**config.mk**
```make
export PLATFORM = sky130hd
export DESIGN_NAME = wb_port_arbiter
export DESIGN_NICKNAME = d
export VERILOG_FILES = /design/src/rtl/wb_port_arbiter_pkg.sv /design/src/rtl/wb_hold_reg.sv /design/src/rtl/wb_port_arbiter.sv
export SDC_FILE = /design/constraint.sdc
export NUM_CORES = 1
export LEC_CHECK = 0
export CELL_PAD_IN_SITES_DETAIL_PLACEMENT = 0
export CELL_PAD_IN_SITES_GLOBAL_PLACEMENT = 1
export CORE_ASPECT_RATIO = 1.25
export CORE_MARGIN = 2
export CORE_UTILIZATION = 30
export DETAILED_ROUTE_END_ITERATION = 10
export PLACE_DENSITY = 0.85
export SYNTH_ARGS = -nofsm -noshare
export SYNTH_HDL_FRONTEND = slang
export SYNTH_SLANG_ARGS = --single-unit
```
**constraint.sdc**
```tcl
create_clock -name clk -period 1.75 [get_ports clk]
set_input_delay 0.525 -clock clk [delete_from_list [all_inputs] [get_ports clk]]
set_output_delay 0.525 -clock clk [all_outputs]
set_load 0.01 [all_outputs]
```
**src/rtl/wb_port_arbiter_pkg.sv**
```systemverilog
// wb_port_arbiter_pkg: shared widths and opcodes for the write-back port arbiter.
package wb_port_arbiter_pkg;
  localparam int WB_XLEN = 32;
  localparam int WB_RA_W = 5;
  localparam logic [6:0] OP_STORE = 7'b0100011;
  localparam logic [6:0] OP_BRANCH = 7'b1100011;
endpackage

```
**src/rtl/wb_hold_reg.sv**
```systemverilog
// wb_hold_reg: one-entry parking register for an ALU result that lost the write port.
module wb_hold_reg
  import wb_port_arbiter_pkg::*;
#(
  parameter int XLEN = WB_XLEN,
  parameter int RA_W = WB_RA_W
) (
  input  logic            clk,
  input  logic            rst,
  input  logic            i_load,
  input  logic            i_drain,
  input  logic            i_wr,
  input  logic [RA_W-1:0] i_rd,
  input  logic [XLEN-1:0] i_data,
  output logic            o_full,
  output logic            o_wr,
  output logic [RA_W-1:0] o_rd,
  output logic [XLEN-1:0] o_data
);
  logic            full_d, full_q;
  logic            wr_d, wr_q;
  logic [RA_W-1:0] rd_d, rd_q;
  logic [XLEN-1:0] data_d, data_q;
  always_comb begin
    full_d = i_load ? 1'b1 : i_drain ? 1'b0 : full_q;
    wr_d   = i_load ? i_wr : wr_q;
    rd_d   = i_load ? i_rd : rd_q;
    data_d = i_load ? i_data : data_q;
  end
  always_ff @(posedge clk) begin
    if (rst) begin
      full_q <= 1'b0;
      wr_q   <= 1'b0;
      rd_q   <= '0;
      data_q <= '0;
    end else begin
      full_q <= full_d;
      wr_q   <= wr_d;
      rd_q   <= rd_d;
      data_q <= data_d;
    end
  end
  assign o_full = full_q;
  assign o_wr   = wr_q;
  assign o_rd   = rd_q;
  assign o_data = data_q;
endmodule

```
**src/rtl/wb_port_arbiter.sv**
```systemverilog
// wb_port_arbiter: shares the register-file write port between load returns and ALU results.
// Define WB_SCOREBOARD_EN to maintain the in-flight load busy map; otherwise it reads as 0.
module wb_port_arbiter
  import wb_port_arbiter_pkg::*;
#(
  parameter int XLEN = WB_XLEN,
  parameter int RA_W = WB_RA_W
) (
  input  logic                 clk,
  input  logic                 rst,
  input  logic                 halt,
  input  logic                 i_alu_valid,
  output logic                 o_alu_ready,
  input  logic                 i_alu_wr,
  input  logic [RA_W-1:0]      i_alu_rd,
  input  logic [XLEN-1:0]      i_alu_data,
  input  logic                 i_ld_issue,
  input  logic [RA_W-1:0]      i_ld_issue_rd,
  input  logic                 i_ld_valid,
  input  logic [RA_W-1:0]      i_ld_rd,
  input  logic [XLEN-1:0]      i_ld_data,
  output logic                 o_rf_wr_en,
  output logic [RA_W-1:0]      o_rf_wr_addr,
  output logic [XLEN-1:0]      o_rf_wr_data,
  output logic [2**RA_W-1:0]   o_busy_map
);
  logic            alu_acc, park, drain;
  logic            hold_full, hold_wr;
  logic [RA_W-1:0] hold_rd;
  logic [XLEN-1:0] hold_data;
  logic            wr_en_d, wr_en_q;
  logic [RA_W-1:0] wr_addr_d, wr_addr_q;
  logic [XLEN-1:0] wr_data_d, wr_data_q;
  assign o_alu_ready = !halt && !hold_full;
  assign alu_acc     = i_alu_valid && o_alu_ready;
  assign park        = alu_acc && i_ld_valid;
  assign drain       = hold_full && !i_ld_valid;
  wb_hold_reg #(.XLEN(XLEN), .RA_W(RA_W)) u_hold (
    .clk    (clk),
    .rst    (rst),
    .i_load (park),
    .i_drain(drain),
    .i_wr   (i_alu_wr),
    .i_rd   (i_alu_rd),
    .i_data (i_alu_data),
    .o_full (hold_full),
    .o_wr   (hold_wr),
    .o_rd   (hold_rd),
    .o_data (hold_data)
  );
  // Load return cannot stall, so it always wins; a parked result beats a fresh one.
  always_comb begin
    wr_en_d   = i_ld_valid ? (i_ld_rd != '0)
              : hold_full  ? (hold_wr && hold_rd != '0)
              : (alu_acc && i_alu_wr && i_alu_rd != '0);
    wr_addr_d = i_ld_valid ? i_ld_rd : hold_full ? hold_rd : alu_acc ? i_alu_rd : wr_addr_q;
    wr_data_d = i_ld_valid ? i_ld_data : hold_full ? hold_data : alu_acc ? i_alu_data : wr_data_q;
  end
  always_ff @(posedge clk) begin
    if (rst) begin
      wr_en_q   <= 1'b0;
      wr_addr_q <= '0;
      wr_data_q <= '0;
    end else begin
      wr_en_q   <= wr_en_d;
      wr_addr_q <= wr_addr_d;
      wr_data_q <= wr_data_d;
    end
  end
  assign o_rf_wr_en   = wr_en_q;
  assign o_rf_wr_addr = wr_addr_q;
  assign o_rf_wr_data = wr_data_q;
`ifdef WB_SCOREBOARD_EN
  localparam int NREG = 2**RA_W;
  logic [NREG-1:0] busy_d, busy_q, set_v, clr_v;
  // Set applied after clear so a same-cycle reissue keeps the bit; x0 is never busy.
  always_comb begin
    set_v  = i_ld_issue ? (NREG'(1) << i_ld_issue_rd) : '0;
    clr_v  = i_ld_valid ? (NREG'(1) << i_ld_rd) : '0;
    busy_d = ((busy_q & ~clr_v) | set_v) & ~NREG'(1);
  end
  always_ff @(posedge clk) begin
    if (rst) busy_q <= '0;
    else busy_q <= busy_d;
  end
  assign o_busy_map = busy_q;
`else
  logic unused_ld_issue;
  assign unused_ld_issue = &{1'b0, i_ld_issue, i_ld_issue_rd};
  assign o_busy_map      = '0;
`endif
endmodule

```
==> summary.md <==
| Metric | Value |
|---|---|
| Status | `complete, no violations` |
| Port buffer count | `roughly 120` |
| Number of global-route vias before repair | `roughly 3300` |
| Crit path max fanout | `2` |
| DR vias | `3328` |
| CP top delay family | `buffers and inverters` |
| Max Root-Sink Buffers | `2` |
| #FFs+latches synth | `slightly below 80` |
| Ys async rst share | `0%` |
| Count leader, synth | `nand2_1` |
| IR drop worst, VDD | `approximately 460 uV` |
| Master of the slowest instance on the critical path | `clkdlybuf4s50_1` |
| Cells after synthesis | `roughly 430` |
| Power per cell area | `around 870 nW/um^2` |
| Synth top area share | `42.2%` |
| Synth area leader | `dfxtp_1` |
| Fin. Hold Viols | `0` |
| Top cells by area, synth | `dfxtp_1 42%, nand2_1 11%, mux2i_1 9.0%` |
| Initial core utilization | `30.3%` |
| Synth cell count leaders | `109 x nand2_1, 77 x dfxtp_1, 42 x a21oi_1` |
| Clk_lat worst skew | `about 0.33 ns` |
| Detailed router's first-iteration violation count | `around 100` |
| Final wirelength | `approximately 10 mm` |
| Distinct cells, synth | `29` |
| DRC violation count after routing | `0` |
| Setup violators final | `0` |
| Worst min path class | `flip-flop to flip-flop` |
| Final ANT Viol Nets | `0` |
| TritonCTS clock tree | `done` |
| WHS | `roughly 0.45 ns` |
| Largest net degree at the start of global routing | `48` |
| Core area | `approximately 12000 sq um` |
| Reg2Reg Capture Point | `u_hold.o_data[30]` |
| Unrepaired setup endpoints after global routing | `no` |
| Critical Path Stages | `1` |
| Post-synth EDFFs | `0` |
| Met3 Routed Length | `~600 microns` |
| Pre-antenna DRT Iters | `4` |
| Io pins | `between 150 and 200` |
| Top Metal Used | `met4` |
| Tcrit/Tclk final | `98.1%` |
| Routed wire per std cell | `between 10 and 15 microns` |
| Achievable Freq | `a little under 600 MHz` |
| CP Cell Sequence | `clkdlybuf4s50_1` |
| Root Buffer | `clkbuf_16` |
| Die width | `around 100 microns` |
| DP HPWL | `7.07 mm` |
| Fraction of layout cells with a size suffix above 1 | `approximately 9.2%` |
| Dpl ws | `-0.350 ns` |
| Tot Pwr | `about 4600 uW` |
| Startpoint types | `flip-flop` |
| Crit path largest cell delay | `0.54 ns` |
| Setup crit end kind | `primary output` |
| Avg Inst Size Synth | `about 8.6 sq um` |
| Htree depth | `3` |
| Vias per cell | `4.71` |
| # hold bufs at CTS | `0` |
| Wl on met1 | `4.15 mm` |
| Post-CTS setup buffer count | `0` |
| P_leak | `around 0.0024 uW` |
| Critical Path Start | `o_rf_wr_data[14]` |
| Non-Filler Instances | `between 700 and 800` |
| Worst path arrival time | `approximately 1.2 ns` |
| Top_reg_cell synth | `dfxtp_1` |
| GPL Wtd Cong | `around 0.75` |
| Clock Skews | `about 0.0042 ns` |
| Crit path to | `o_rf_wr_data[14]` |
| Met2 Wirelength | `approximately 5.2 mm` |
| Synthesized area | `around 3700 sq um` |
| Worst path required time | `roughly 1.2 ns` |
| Reg-to-Reg Start | `u_hold.o_full` |
| Setup TNS | `0 ns` |
| Sequential fraction of the synthesis area | `around 42%` |
| Syn. warnings | `0` |
| Layout Area Growth over Synthesis | `44.8%` |
| CTS sink count | `77` |
| GRT Overall Usage | `between 10% and 20%` |
| Initial antenna violation count | `0` |
| Max-slew violation count | `0` |
| Final setup margin | `~0.034 ns` |
| Nets | `~630` |
| Total grt overflow | `0` |
| Site Rows | `45` |
| Worst Path Buf+Inv | `1` |
| Antenna Cells | `0` |
| TritonCTS Buffers | `9` |
| Final Critical Period | `roughly 1.7 ns` |
| Die height | `approximately 130 microns` |
| Worst Reg2Reg Path Length in Cells | `5` |
| Die area | `~13000 sq um` |
| Max-cap violations | `0` |
| First-pass GRT wire length | `roughly 16 mm` |
| Kind of critical path | `flip-flop to primary output` |
| R2R setup slack | `~0.33 ns` |
| Clock transition at path regs | `about 0.060 ns` |
| Placed cell count | `between 600 and 700` |
[worst min-delay path: stages, from the launching register on]
cell,delay [ns]
dfxtp_1,0.31
nand2_1,0.05
a21oi_1,0.05
[routing by layer]
layer	up-vias	GRT usage (%)
met5	-	0
met2	105	27.3
met4	0	6.50
met1	1567	18.2
li1	1648	-
met3	8	3.12
[cells by family (layout without fill, tap and decap cells)]
family	after synthesis	in the layout	synth area share, %
and+or+nand+nor	127	127	16.0
AOI/OAI and AO/OA	121	121	20.9
DFF	77	77	42.2
buffers and inverters	67	153	11.8
muxes	33	33	9.03
other	1	32	0.103
[cell type report]
type / count / area, sq um
multi-input cells: 313 / 1820
flip-flops and latches: 77 / 1540
clock buffers: 10 / 239
inverters: 2 / 7.51
clock inverters: 5 / 75.1
well taps: 164 / 205
repair buffers: 136 / 1400
fillers: 1206 / 6760
[metrics by stage]
| stage | cell area, sq um | utilization, % |
|---|---|---|
| final | 5290 | 43.9 |
| after global routing | 5290 | 43.9 |
| after CTS | 5230 | 43.4 |
| after detailed placement | 4940 | 41.0 |
| after global placement | 4940 | 41.0 |
| after floorplan | 3770 | - |
[flip-flops by register name, indices dropped and copies added, names as in the netlist]
register and cells:
o_rf_wr_data 32, u_hold.o_rd 5, o_rf_wr_en 1, o_rf_wr_addr 5, u_hold.o_wr 1, u_hold.o_full 1
u_hold.o_data 32
[where the power goes]
part | switching (uW) | leakage, uW | internal [uW]
logic | 347 | 0.00158 | 405
clock network | 697 | 0.000158 | 1270
registers | 50.3 | 0.000631 | 1850
total | 1100 | 0.00237 | 3530
[repair_timing]
action	CTS	global route
gates resized for setup	21	23
setup endpoints to repair	20	22
pin swaps	1	0
[worst min-delay path by stage]
stage | to | from | depth (start not counted)
floorplan | u_hold.o_data[0] | u_hold.o_data[0] | 2
global placement | u_hold.o_data[17] | u_hold.o_data[17] | 2
detailed placement | u_hold.o_data[28] | u_hold.o_data[28] | 2
CTS | u_hold.o_data[28] | u_hold.o_data[28] | 2
global route | u_hold.o_data[28] | u_hold.o_data[28] | 2
finish | u_hold.o_data[14] | u_hold.o_data[14] | 2
[layout by cell type (no fill, tap or decap), types with 5 or more instances in the layout]
cell             Yosys  layout
o21ai_0             31      31
dlygate4sd2_1        0      16
clkdlybuf4s50_1      0      78
a22o_1              33      33
and4bb_2             5       5
a21oi_1             42      42
buf_12               0       5
buf_4               40      12
mux2i_1             33      33
dlymetal6s2s_1       0      21
conb_1               1      32
nand2_1            109     109
dfxtp_1             77      76
clkbuf_16            0       9
No activity file was read; power rests on OpenSTA's default activity.
